**src/rtl/dcache_pkg.sv**
```systemverilog
// Shared parameters, state encoding and address-field helpers for the
// direct-mapped write-back data cache.
package dcache_pkg;

  localparam int ADDR_W   = 8;
  localparam int INDEX_W  = 3;
  localparam int OFFSET_W = 2;
  localparam int TAG_W    = ADDR_W - INDEX_W - OFFSET_W;
  localparam int LINES    = 1 << INDEX_W;
  localparam int BLOCK_W  = 8 << OFFSET_W;
  localparam int BLKA_W   = ADDR_W - OFFSET_W;

  typedef enum logic [1:0] {
    IDLE      = 2'd0,
    WRITEBACK = 2'd1,
    FETCH     = 2'd2,
    UPDATE    = 2'd3
  } state_e;

  typedef logic [TAG_W-1:0]    tag_t;
  typedef logic [INDEX_W-1:0]  index_t;
  typedef logic [OFFSET_W-1:0] offset_t;

  function automatic tag_t addr_tag(input logic [ADDR_W-1:0] a);
    return a[ADDR_W-1 -: TAG_W];
  endfunction

  function automatic index_t addr_index(input logic [ADDR_W-1:0] a);
    return a[OFFSET_W +: INDEX_W];
  endfunction

  function automatic offset_t addr_offset(input logic [ADDR_W-1:0] a);
    return a[OFFSET_W-1:0];
  endfunction

endpackage

```
**src/rtl/dcache_line_array.sv**
```systemverilog
// Line storage: valid/dirty (reset), tag and data (not reset), with a byte
// write port, a whole-line fill port and combinational read-out.
module dcache_line_array
  import dcache_pkg::*;
(
  input  logic               clk_i,
  input  logic               rst_i,
  input  index_t             index_i,
  input  offset_t            offset_i,
  output logic               valid_o,
  output logic               dirty_o,
  output tag_t               tag_o,
  output logic [BLOCK_W-1:0] data_o,
  input  logic               byte_we_i,
  input  logic [7:0]         byte_data_i,
  input  logic               fill_we_i,
  input  tag_t               fill_tag_i,
  input  logic [BLOCK_W-1:0] fill_data_i
);

  logic [LINES-1:0]   valid_q;
  logic [LINES-1:0]   dirty_q;
  tag_t               tag_q  [LINES];
  logic [BLOCK_W-1:0] data_q [LINES];

  // Valid/dirty bookkeeping: a fill yields a clean line, a store marks it dirty
  always_ff @(posedge clk_i) begin
    if (rst_i) begin
      valid_q <= '0;
      dirty_q <= '0;
    end else if (fill_we_i) begin
      valid_q[index_i] <= 1'b1;
      dirty_q[index_i] <= 1'b0;
    end else if (byte_we_i) begin
      dirty_q[index_i] <= 1'b1;
    end
  end

  // Tag and data payload
  always_ff @(posedge clk_i) begin
    if (fill_we_i) begin
      tag_q[index_i]  <= fill_tag_i;
      data_q[index_i] <= fill_data_i;
    end else if (byte_we_i) begin
      data_q[index_i][{offset_i, 3'b000} +: 8] <= byte_data_i;
    end
  end

  assign valid_o = valid_q[index_i];
  assign dirty_o = dirty_q[index_i];
  assign tag_o   = tag_q[index_i];
  assign data_o  = data_q[index_i];

endmodule

```
**src/rtl/dcache_dm_wb.sv**
```systemverilog
// Direct-mapped, write-back, write-allocate byte cache: hits complete with no
// stall; misses write back a dirty victim, fetch the block, then retry as a hit.
module dcache_dm_wb
  import dcache_pkg::*;
(
  input  logic               CLK,
  input  logic               RESET,
  input  logic               READ,
  input  logic               WRITE,
  input  logic [ADDR_W-1:0]  ADDRESS,
  input  logic [7:0]         WRITEDATA,
  output logic [7:0]         READDATA,
  output logic               BUSYWAIT,
  output logic               mem_read,
  output logic               mem_write,
  output logic [BLKA_W-1:0]  mem_address,
  output logic [BLOCK_W-1:0] mem_writedata,
  input  logic [BLOCK_W-1:0] mem_readdata,
  input  logic               mem_busywait
);

  state_e              state_q, state_d;
  logic [ADDR_W-1:0]   miss_addr_q, miss_addr_d;
  logic [ADDR_W-1:0]   arr_addr_s;
  logic                cpu_req_s;
  logic                hit_s;
  logic                byte_we_s;
  logic                fill_we_s;
  logic                line_valid_s;
  logic                line_dirty_s;
  tag_t                line_tag_s;
  logic [BLOCK_W-1:0]  line_data_s;

  // Outside IDLE the array follows the latched miss address, so the memory
  // transaction stays stable even if the CPU drops or changes its request.
  assign arr_addr_s = (state_q == IDLE) ? ADDRESS : miss_addr_q;
  assign cpu_req_s  = READ | WRITE;
  assign hit_s      = line_valid_s && (line_tag_s == addr_tag(arr_addr_s));
  assign byte_we_s  = WRITE && hit_s && (state_q == IDLE) && !RESET;
  assign fill_we_s  = (state_q == FETCH) && !mem_busywait && !RESET;

  dcache_line_array u_lines (
    .clk_i       (CLK),
    .rst_i       (RESET),
    .index_i     (addr_index(arr_addr_s)),
    .offset_i    (addr_offset(arr_addr_s)),
    .valid_o     (line_valid_s),
    .dirty_o     (line_dirty_s),
    .tag_o       (line_tag_s),
    .data_o      (line_data_s),
    .byte_we_i   (byte_we_s),
    .byte_data_i (WRITEDATA),
    .fill_we_i   (fill_we_s),
    .fill_tag_i  (addr_tag(arr_addr_s)),
    .fill_data_i (mem_readdata)
  );

  // State and miss-address registers
  always_ff @(posedge CLK) begin
    if (RESET) begin
      state_q     <= IDLE;
      miss_addr_q <= '0;
    end else begin
      state_q     <= state_d;
      miss_addr_q <= miss_addr_d;
    end
  end

  // Next-state logic
  always_comb begin
    state_d     = state_q;
    miss_addr_d = miss_addr_q;
    if (state_q == IDLE) begin
      miss_addr_d = ADDRESS;
    end else begin
      miss_addr_d = miss_addr_q;
    end
    case (state_q)
      IDLE: begin
        if (cpu_req_s && !hit_s) begin
          state_d = line_dirty_s ? WRITEBACK : FETCH;
        end else begin
          state_d = IDLE;
        end
      end
      WRITEBACK: begin
        if (!mem_busywait) begin
          state_d = FETCH;
        end else begin
          state_d = WRITEBACK;
        end
      end
      FETCH: begin
        if (!mem_busywait) begin
          state_d = UPDATE;
        end else begin
          state_d = FETCH;
        end
      end
      UPDATE:  state_d = IDLE;
      default: state_d = IDLE;
    endcase
  end

  // Memory strobes and CPU-side outputs
  always_comb begin
    mem_read      = 1'b0;
    mem_write     = 1'b0;
    mem_address   = '0;
    mem_writedata = '0;
    case (state_q)
      WRITEBACK: begin
        mem_write     = 1'b1;
        mem_address   = {line_tag_s, addr_index(arr_addr_s)};
        mem_writedata = line_data_s;
      end
      FETCH: begin
        mem_read    = 1'b1;
        mem_address = miss_addr_q[ADDR_W-1:OFFSET_W];
      end
      default: begin
        mem_read  = 1'b0;
        mem_write = 1'b0;
      end
    endcase
    BUSYWAIT = cpu_req_s && !((state_q == IDLE) && hit_s);
    if (READ && hit_s) begin
      READDATA = line_data_s[{addr_offset(arr_addr_s), 3'b000} +: 8];
    end else begin
      READDATA = 8'h00;
    end
  end

endmodule

```
**config.mk**
```make
export PLATFORM = sky130hd
export DESIGN_NAME = dcache_dm_wb
export DESIGN_NICKNAME = d
export VERILOG_FILES = /design/src/rtl/dcache_pkg.sv /design/src/rtl/dcache_line_array.sv /design/src/rtl/dcache_dm_wb.sv
export SDC_FILE = /design/constraint.sdc
export NUM_CORES = 1
export LEC_CHECK = 0
export ABC_AREA = 1
export CELL_PAD_IN_SITES_DETAIL_PLACEMENT = 2
export CELL_PAD_IN_SITES_GLOBAL_PLACEMENT = 2
export CORE_ASPECT_RATIO = 0.5
export CORE_UTILIZATION = 25
export DETAILED_ROUTE_END_ITERATION = 10
export GPL_ROUTABILITY_DRIVEN = 0
export PLACE_DENSITY_LB_ADDON = 0.1
export SLEW_MARGIN = 20
export SYNTH_ARGS = -nofsm -noshare
export SYNTH_HDL_FRONTEND = slang
export SYNTH_HIERARCHICAL = 1
export SYNTH_SLANG_ARGS = --single-unit
```
**constraint.sdc**
```tcl
create_clock -name CLK -period 4.12 [get_ports CLK]
set_clock_uncertainty 0.2 [all_clocks]
set_input_delay 0.824 -clock CLK [delete_from_list [all_inputs] [get_ports CLK]]
set_output_delay 0.824 -clock CLK [all_outputs]
set_load 0.1 [all_outputs]
```
* Word level (Yosys, flattened, before mapping) *
Memory sizes are Yosys's and may differ from the RTL's.
Index checks and enable logic that the tools add are counted.

cells by class
  multiplexer cells = 56
  magnitude comparators = 2
  add/subtract/negate cells = 1
  reductions and logical operators = 17
  equality and inequality tests = 4
  bitwise operators = 37
  shift-type cells = 3

operators with widths
  kind                    number
  $mux 32                 2
  $mux 1                  42
  $or 1x1->1              33
  $mux 8                  4
  $shift 8x7->32 const A  1
  $shiftx 32x6->8         1
  $shiftx 8x7->32         1
  $or 8x8->8              2
  $pmux 6 s2              1
  $logic_and 1x1->1       11
  $and 8x8->8             1
  $not 8->8               1
  $pmux 2 s4              1
  $neg 5->7               1
  $bmux 1 s3              2
  $mux 2                  3
  $eq 2x2->1 const B      2
  $logic_not 1->1         4
  $lt 3x4->1 const B      1
  $demux 1 s3             1
  $eq 3x3->1              1
  $ge 3x1->1 const B      1
  $eq 2x1->1 const B      1
  $logic_not 2->1         1
  $reduce_bool 2->1       1

storage, ports and cells
  output and inout bits = 49
  memories kept = 2
  input port bits = 53
  flip-flop bits (word level) = 26
  bits in writable memories = 280

memories
  memory          words  bits a word  read ports  clocked after Yosys merged registers in  wr ports  line                     RTL
  u_lines.data_q  8      32           1           0                                        1         dcache_line_array.sv:24  logic [BLOCK_W-1:0] data_q [LINES];
  u_lines.tag_q   8      3            1           0                                        1         dcache_line_array.sv:23  tag_t tag_q [LINES];

* Logic depth before layout (Yosys ltp) *
Gate-level depths: netlist of the first run.

  word-level depth = 12
  gate-level depth with buffers = 27
  depth with buffers taken out = 23

* Modules after synthesis *
Netlist of the first run, hierarchy kept.

by module, submodules not included
  module             instances  area an instance (µm²)  cells each
  dcache_line_array  1          13,254.0                1,380
  dcache_dm_wb       1          1,301.2                 240

* Least setup slack after synthesis of the first run *
OpenSTA, ideal clock, no wires.

  path type = input to output
  start = in ADDRESS[2]
  end = out READDATA[0]
  cell stages on the path = 19
  data arrival time = 3.788 ns
  slack = -0.692 ns
  path buffers = 3
  required time = 3.096 ns
  path through = or2_2 o21ai_0 inv_1 buf_4 inv_2 buf_6 buf_4 nand2_1 nand2_1 nand2_1 nand2_1 nand2_1 nand2_1 inv_1 nand3_1 nand2_1 nor2_4 nand3_4 nor2_1

on the way
  word-level cells in the longest chain between the ends = 6

ends and longest elaborated chain
  item                     line                 RTL
  start: declaration       dcache_dm_wb.sv:10   input logic [ADDR_W-1:0] ADDRESS,
  $mux 8                   n/a
  named net arr_addr_s[2]  dcache_dm_wb.sv:24   logic [ADDR_W-1:0] arr_addr_s;
  $mem_v2 8x3              n/a
  named net line_tag_s[0]  dcache_dm_wb.sv:31   tag_t line_tag_s;
  $eq 3x3->1               dcache_dm_wb.sv:38   assign hit_s = line_valid_s && (line_tag_s == addr_tag(arr_addr_s));
  $logic_and 1x1->1        dcache_dm_wb.sv:38
  $logic_and 1x1->1        dcache_dm_wb.sv:127  if (READ && hit_s) begin
  $mux 8                   dcache_dm_wb.sv:127
  end: declaration         dcache_dm_wb.sv:12   output logic [7:0] READDATA,

The timed path passes the listed nets, and every way through them passes these cells. The select of a mux whose other input is x is not followed.

* Worst setup path in the final report of the first run *
  start = reg state_q[0]
  end = out READDATA[5]

RTL lines
  item                       line                 RTL
  start: declaration         dcache_dm_wb.sv:22   state_e state_q, state_d;
  start signal: assignment   dcache_dm_wb.sv:64   state_q <= state_d;
  $logic_not 2->1            dcache_dm_wb.sv:36   assign arr_addr_s = (state_q == IDLE) ? ADDRESS : miss_addr_q;
  $mux 8                     n/a
  named net arr_addr_s[2]    dcache_dm_wb.sv:24
  $mem_v2 8x32               n/a
  named net line_data_s[13]  dcache_dm_wb.sv:32   logic [BLOCK_W-1:0] line_data_s;
  $shiftx 32x6->8            dcache_dm_wb.sv:128  READDATA = line_data_s[{addr_offset(arr_addr_s), 3'b000} +: 8];
  $mux 8                     dcache_dm_wb.sv:127

The timed path passes the listed nets, and every way through them passes these cells. The select of a mux whose other input is x is not followed.

==> flow_summary_export.csv, run 1 <==
group,metric,value,unit
pwr,switchingPower,4275,uW
clocking,cts_tree,"built",
job,cap_violations,0,
setup_path,cpMostUsedCell,"nand2_1",
drt,highest_layer,"met4",
drt,drc,0,
hold_path,whs_path_depth,2,
pwr,intPower,6926,uW
placement,dp_hpwl,42110,um
sta,setup_ws,-0.09836,ns
synth,yosysUniqueCellTypes,37,
final_layout,fill_cells,6274,
die,dieWidth,343.2,um
sta,max_slew.worst_pin.slew,0.5317,ns
drt,routed_wl,59640,um
final_layout,area_delta_synth_final,37.39,%
pwr,combPwrFrac,40.7,%
setup_path,cp_slowest_stage_delay,0.32,ns
placement,io_buffers,101,
setup_path,reg2reg_from,"state_q[0]",
drt,first_pass_iters,5,
die,fp.dieArea,59250,um2
die,chipHeight,172.6,um
sta,fin_crit_sh,102.4,%
synth,synth_area_leaders,"edfxtp_1, nand2_1, dfxtp_1",
die,core.rowCount,62,
global_routing,antenna_found_initial,4,
sta,hold_ws,0.2703,ns
pwr,p_leak,0.008547,uW
synth,ys_warn_count,6,
synth,ys.flop_type,"edfxtp_1",
die,initial_core_util,25.36,%
hold_path,hold_path.class,"reg2reg",
run_status,failed_checks,"setup timing",
pwr,pwr-share-clk,28.1,%
synth,yosysTopAreaCellShare,57.77,%
global_routing,grt_pass1_vias,13520,
setup_path,end_kind,"output pin",
setup_path,rr_worst_depth,25,
setup_path,crit_family,"simple AND/OR/NAND/NOR gates",
clocking,cts_hold_buf,0,
setup_path,cp_slowest_cell,"dfxtp_2",
global_routing,grt_pass1_wl,87990,um
drt,vias,12170,
sta,grt_setup_unrepaired,"true",
clocking,cts_max_level,2,
synth,syn-num-nets,1682,
sta,finalHoldViolations,0,
global_routing,gr-total-overflow,0,
drt,drt-initial-drc-count,689,
clocking,clk_latency,0.55,ns
synth,synth_cells,1620,
die,io_pins,102,
sta,setup_viol,9,
synth,yosysSeqAreaShare,61.34,%
pwr,p_seq_share,31.2,%
clocking,clock-root-buffer,"clkbuf_16",
setup_path,r2r-end,"u_lines/data_q[5][10]",
synth,synth.most_common_cell,"nand2_1",
synth,ys_ff_latch,306,
hold_path,min-delay-start,"u_lines/valid_q[5]",
drt,wl_met2,28070,um
run_status,status,"finished, violations left",
hold_path,hold_end,"u_lines/valid_q[5]",
synth,yosysTopAreaCell,"edfxtp_1",
drt,wl_met1,27820,um
sta,finalSetupTns,-0.6089,ns
synth,avgSynthCellArea,8.985,um2
synth,ys_top_cells_by_count,"nand2_1, edfxtp_1, inv_1",
drt,ant_nets,0,
synth,synth_edf_count,280,
clocking,clock-sinks,306,
setup_path,path_cells,"inv_2 > ha_4 > inv_2 > or2_4 > o21ai_4 > inv_4 > inv_8 > buf_12 > buf_12 > nand2_1 > nand2_1 > nand2_1 > nand2_1 > nand2_1 > nand2_2 > a21oi_1 > a22o_1 > nor2_4 > buf_12",
pwr,ir_drop,0.2089,mV
pwr,p_per_area,560.1,nW/um2
sta,max_freq,237.1,MHz
setup_path,critPathBufInv,7,
drt,routedWlPerCell,22.41,um
clocking,clockBufferDepth,3,
sta,drv_slew,0,
pwr,switching_share,38.17,%
synth,async_flop_share,0,%
die,core_area,57410,um2
synth,syn_area,14560,um2
drt,met3_wirelength,2428,um
global_routing,grt_max_degree,39,
setup_path,cp_data_arrival_time,3.19,ns
clocking,numCtsBuffers,34,
final_layout,nets,1928,
setup_path,worstSetupPathType,"reg2out",
setup_path,worstPathMaxFanout,13,
setup_path,regToRegSetupSlack,0.38,ns
setup_path,start_kind,"flip-flop",
sta,slew_headroom,64.42,%
sta,fin_crit,4.218,ns
setup_path,cp.required,3.10,ns
clocking,clk_pin_slew_worst_paths,0.06,ns
global_routing,grt.total_usage,20.47,%
drt,avgViaCountPerCell,4.575,
final_layout,drive_gt1_share,22.41,%
[worst max path at each step]
stage	cells after the start	startpoint	endpoint
after floorplan	19	ADDRESS[2]	READDATA[0]
after global placement	19	ADDRESS[2]	READDATA[0]
after detailed placement	22	ADDRESS[2]	u_lines/data_q[6][2]
after CTS	21	state_q[1]	READDATA[2]
after global routing	21	state_q[0]	READDATA[5]
final	19	state_q[0]	READDATA[5]
[placed cells by master (no fill, tap or decap), types with 5 or more instances in the layout]
cell type	n
a21oi_1	17
a21oi_2	8
a22o_1	6
buf_12	77
buf_16	6
buf_4	141
buf_6	6
clkbuf_16	34
clkdlybuf4s50_1	51
clkinv_1	7
clkinv_2	7
dfxtp_1	24
edfxtp_1	280
ha_1	7
inv_1	69
inv_2	15
inv_6	5
nand2_1	849
nand2_2	45
nand2_4	11
nand3_1	40
nand3_2	7
nand4_1	11
nor2_1	59
nor2_2	9
nor2_4	18
o21ai_0	22
o21ai_1	14
[routing by layer]
layer / up-vias / GRT usage [%]
met5: - / 0
met4: 0 / 4.778
met3: 74 / 3.276
met2: 215 / 33.84
met1: 6190 / 28.03
li1: 5694 / -
[through the flow]
| stage | total power, uW | setup slack (ns) | cell area (um2) | instances | util (%) |
|---|---|---|---|---|---|
| 2_1_floorplan | 5681 | -0.3171 | 14650 | 1620 | - |
| 3_3_place_gp | 7463 | -0.3801 | 18110 | 2569 | 31.55 |
| 3_5_place_dp | 7534 | -0.4065 | 18110 | 2569 | 31.55 |
| 4_1_cts | 11310 | -0.1308 | 19930 | 2658 | 34.72 |
| 5_1_grt | 11790 | -0.2505 | 20000 | 2660 | 34.83 |
| 6_report | 11200 | -0.09836 | 20000 | 2661 | 34.84 |
[power by group through the flow]
stage                     Sequential [uW]  Combinational, uW  Clock, uW
final                                3490               4560       3150
after global routing                 3490               4930       3360
after CTS                            3490               4580       3230
after detailed placement             3560               3980          0
after global placement               3550               3910          0
after floorplan                      3550               2130          0
[timing repair]
action                                  in CTS  in global routing
setup buffers                               19                  4
gates resized for setup                     81                 30
cloned                                       8                  0
pin swaps                                   29                 28
endpoints found under the setup margin      40                 24
[area by class of cell]
| cell class | instances | area [um2] | share of cell area [%] |
|---|---|---|---|
| flip-flops and latches | 306 | 8931 | 44.66 |
| multi-input cells | 1147 | 5166 | 25.83 |
| repair buffers | 286 | 3465 | 17.32 |
| well taps | 768 | 960.9 | 4.805 |
| clock buffers | 38 | 865.8 | 4.330 |
| inverters | 91 | 364.1 | 1.821 |
| clock inverters | 24 | 242.7 | 1.214 |
| diodes | 1 | 2.502 | 0.01251 |
[worst min-delay path: stages, from the launching register on]
cell	delay [ns]
dfxtp_1	0.32
inv_1	0.05
a21oi_1	0.06
[registers in the layout (all words and copies together) (netlist names), named ones only]
register,flops
miss_addr_q,8
state_q,2
u_lines/data_q,256
u_lines/tag_q,24
u_lines/valid_q,8
[cell families (layout without fill, tap and decap cells)]
family | count (synthesis) | in the layout | share of synthesized area [%]
simple gates | 1057 | 1057 | 29.21
flops | 306 | 306 | 61.34
buf+inv | 167 | 439 | 5.588
compound gates | 81 | 81 | 3.086
fa+ha+maj | 9 | 9 | 0.7737
other cells | 0 | 1 | 0
Power figures use the tool's default switching activity.
==> run 2, diff against run 1 <==
--- a/config.mk
+++ b/config.mk
@@ -9,7 +9,7 @@
 export CELL_PAD_IN_SITES_DETAIL_PLACEMENT = 2
 export CELL_PAD_IN_SITES_GLOBAL_PLACEMENT = 2
 export CORE_ASPECT_RATIO = 0.5
-export CORE_UTILIZATION = 25
+export CORE_UTILIZATION = 33
 export DETAILED_ROUTE_END_ITERATION = 10
 export GPL_ROUTABILITY_DRIVEN = 0
 export PLACE_DENSITY_LB_ADDON = 0.1
==> flow_summary_export.csv, run 2 (same netlist as run 1, synthesis figures left out) <==
group,metric,value,unit
pwr,ir_drop,0.3258,mV
drt,routedWlPerCell,24.60,um
final_layout,largest_reg_flops,256,
sta,grt_setup_unrepaired,"true",
die,chipHeight,150.5,um
placement,io_buffers,101,
final_layout,seq_area,8931,um2
sta,fin_crit_sh,104.7,%
sta,max_freq,231.9,MHz
drt,drc,0,
global_routing,grt_pass1_vias,13590,
drt,ant_nets,0,
setup_path,cp.required,3.10,ns
die,core.rowCount,53,
hold_path,hold_path.class,"reg2reg",
run_status,failed_checks,"setup timing",
global_routing,gr-total-overflow,0,
clocking,clockBufferDepth,3,
die,io_pins,102,
drt,first_pass_iters,5,
run_status,status,"finished, violations left",
clocking,cts_hold_buf,0,
clocking,cts_tree,"built",
global_routing,grt.total_usage,26.78,%
clocking,cts_max_level,1,
setup_path,cp_data_arrival_time,3.29,ns
drt,avgViaCountPerCell,5.116,
die,initial_core_util,34.08,%
sta,slew_headroom,62.29,%
final_layout,layout_commonest_cell,"nand2_1",
sta,finalHoldViolations,0,
sta,setup_ws,-0.1924,ns
final_layout,area_delta_synth_final,34.92,%
sta,drv_slew,0,
final_layout,mostFrequentLayoutCells,"nand2_1, edfxtp_1, buf_4",
final_layout,fill_cells,4524,
die,core_area,42710,um2
clocking,clock-sinks,306,
pwr,p_leak,0.008445,uW
die,dieWidth,299.0,um
sta,max_slew.worst_pin.slew,0.5635,ns
setup_path,cpMostUsedCell,"nand2_1",
setup_path,worstPathMaxFanout,7,
global_routing,grt_pass1_wl,88070,um
setup_path,worstSetupPathType,"reg2out",
drt,routed_wl,60400,um
global_routing,grt_max_degree,42,
final_layout,largest_register,"u_lines/data_q",
clocking,clock-root-buffer,"clkbuf_16",
sta,hold_ws,0.2677,ns
final_layout,multi_input_area,5142,um2
final_layout,nets,1917,
sta,setup_viol,16,
final_layout,drive_gt1_share,22.22,%
setup_path,cp_slowest_stage_delay,0.33,ns
placement,dp_hpwl,41030,um
setup_path,cp_slowest_cell,"dfxtp_2",
setup_path,path_cells,"inv_2 > ha_4 > inv_8 > or2_4 > o21ai_4 > inv_4 > clkinv_8 > buf_12 > buf_12 > buf_4 > buf_16 > nand2_1 > nand2_1 > nand2_1 > nand2_1 > nand2_1 > nand2_2 > nor2_2 > o22ai_1 > inv_1 > nor2_4 > buf_12",
drt,drt-initial-drc-count,879,
global_routing,antenna_found_initial,1,
pwr,p_per_area,560.5,nW/um2
job,cap_violations,0,
drt,vias,12560,
final_layout,top_regs,"u_lines/data_q x256, u_lines/tag_q x24",
setup_path,start_kind,"flip-flop",
die,fp.dieArea,45000,um2
final_layout,post-route-util,45.98,%
sta,fin_crit,4.312,ns
clocking,clk_latency,0.58,ns
clocking,numCtsBuffers,29,
clocking,clk_pin_slew_worst_paths,0.07,ns
setup_path,end_kind,"output pin",
## run 2: critical path, delay by kind of cell, from the launching register on
kind | cells | cell delay (ns)
compound gates | 2 | 0.26
fa+ha+maj | 1 | 0.17
flops | 1 | 0.33
simple gates | 9 | 0.80
buf+inv | 10 | 1.13
## run 2: through the flow
step	std cells	power, uW	cell area, um2	setup TNS [ns]	setup WS [ns]
global placement	2371	7352	17830	-96.92	-0.2919
CTS	2447	10860	19460	-1.304	-0.1823
finish	2455	11010	19640	-1.452	-0.1924
floorplan	1620	5681	14650	-0.3214	-0.3171
global route	2454	11430	19640	-4.153	-0.3113
detailed placement	2371	7492	17830	-150.76	-0.4762
## run 2: cell type report
| cell class | instances | share of cell area [%] |
|---|---|---|
| Clock buffer | 36 | 4.090 |
| Clock inverter | 17 | 0.8410 |
| Inverter | 91 | 1.918 |
| Sequential cell | 306 | 45.48 |
| Tap cell | 577 | 3.676 |
| Antenna cell | 1 | 0.01274 |
| Timing Repair Buffer | 280 | 17.80 |
| Multi-Input combinational cell | 1147 | 26.19 |
## run 2: final timing paths
check | depth (start not counted) | endpoint | slack (ns) | from
max | 22 | READDATA[6] | -0.19 | state_q[0]
min | 1 | u_lines/valid_q[0] | 0.27 | u_lines/valid_q[0]
max reg2reg | 25 | u_lines/data_q[1][12] | 0.28 | state_q[0]
min reg2reg | 1 | u_lines/valid_q[0] | 0.27 | u_lines/valid_q[0]
## run 2: repair_timing
action                     CTS  global route
buffers inserted            17             4
setup endpoints to repair   59            37
resized for setup          107            31
pin swaps                   38            12
cloned                       7             3
## run 2: metal layers
| metal | vias to the layer above | routed length (um) | track usage, % |
|---|---|---|---|
| li1 | 5670 | - | - |
| met1 | 6493 | 26400 | 35.52 |
| met2 | 316 | 29240 | 46.63 |
| met3 | 82 | 3262 | 3.160 |
| met4 | 0 | 1505 | 7.066 |
| met5 | - | 0 | 0 |
## run 2: power by group
part           leakage, uW  switching, uW  internal [uW]
sequential         0.00273           24.7           3470
combinational      0.00523           2960           1730
clock             0.000480           1250           1570
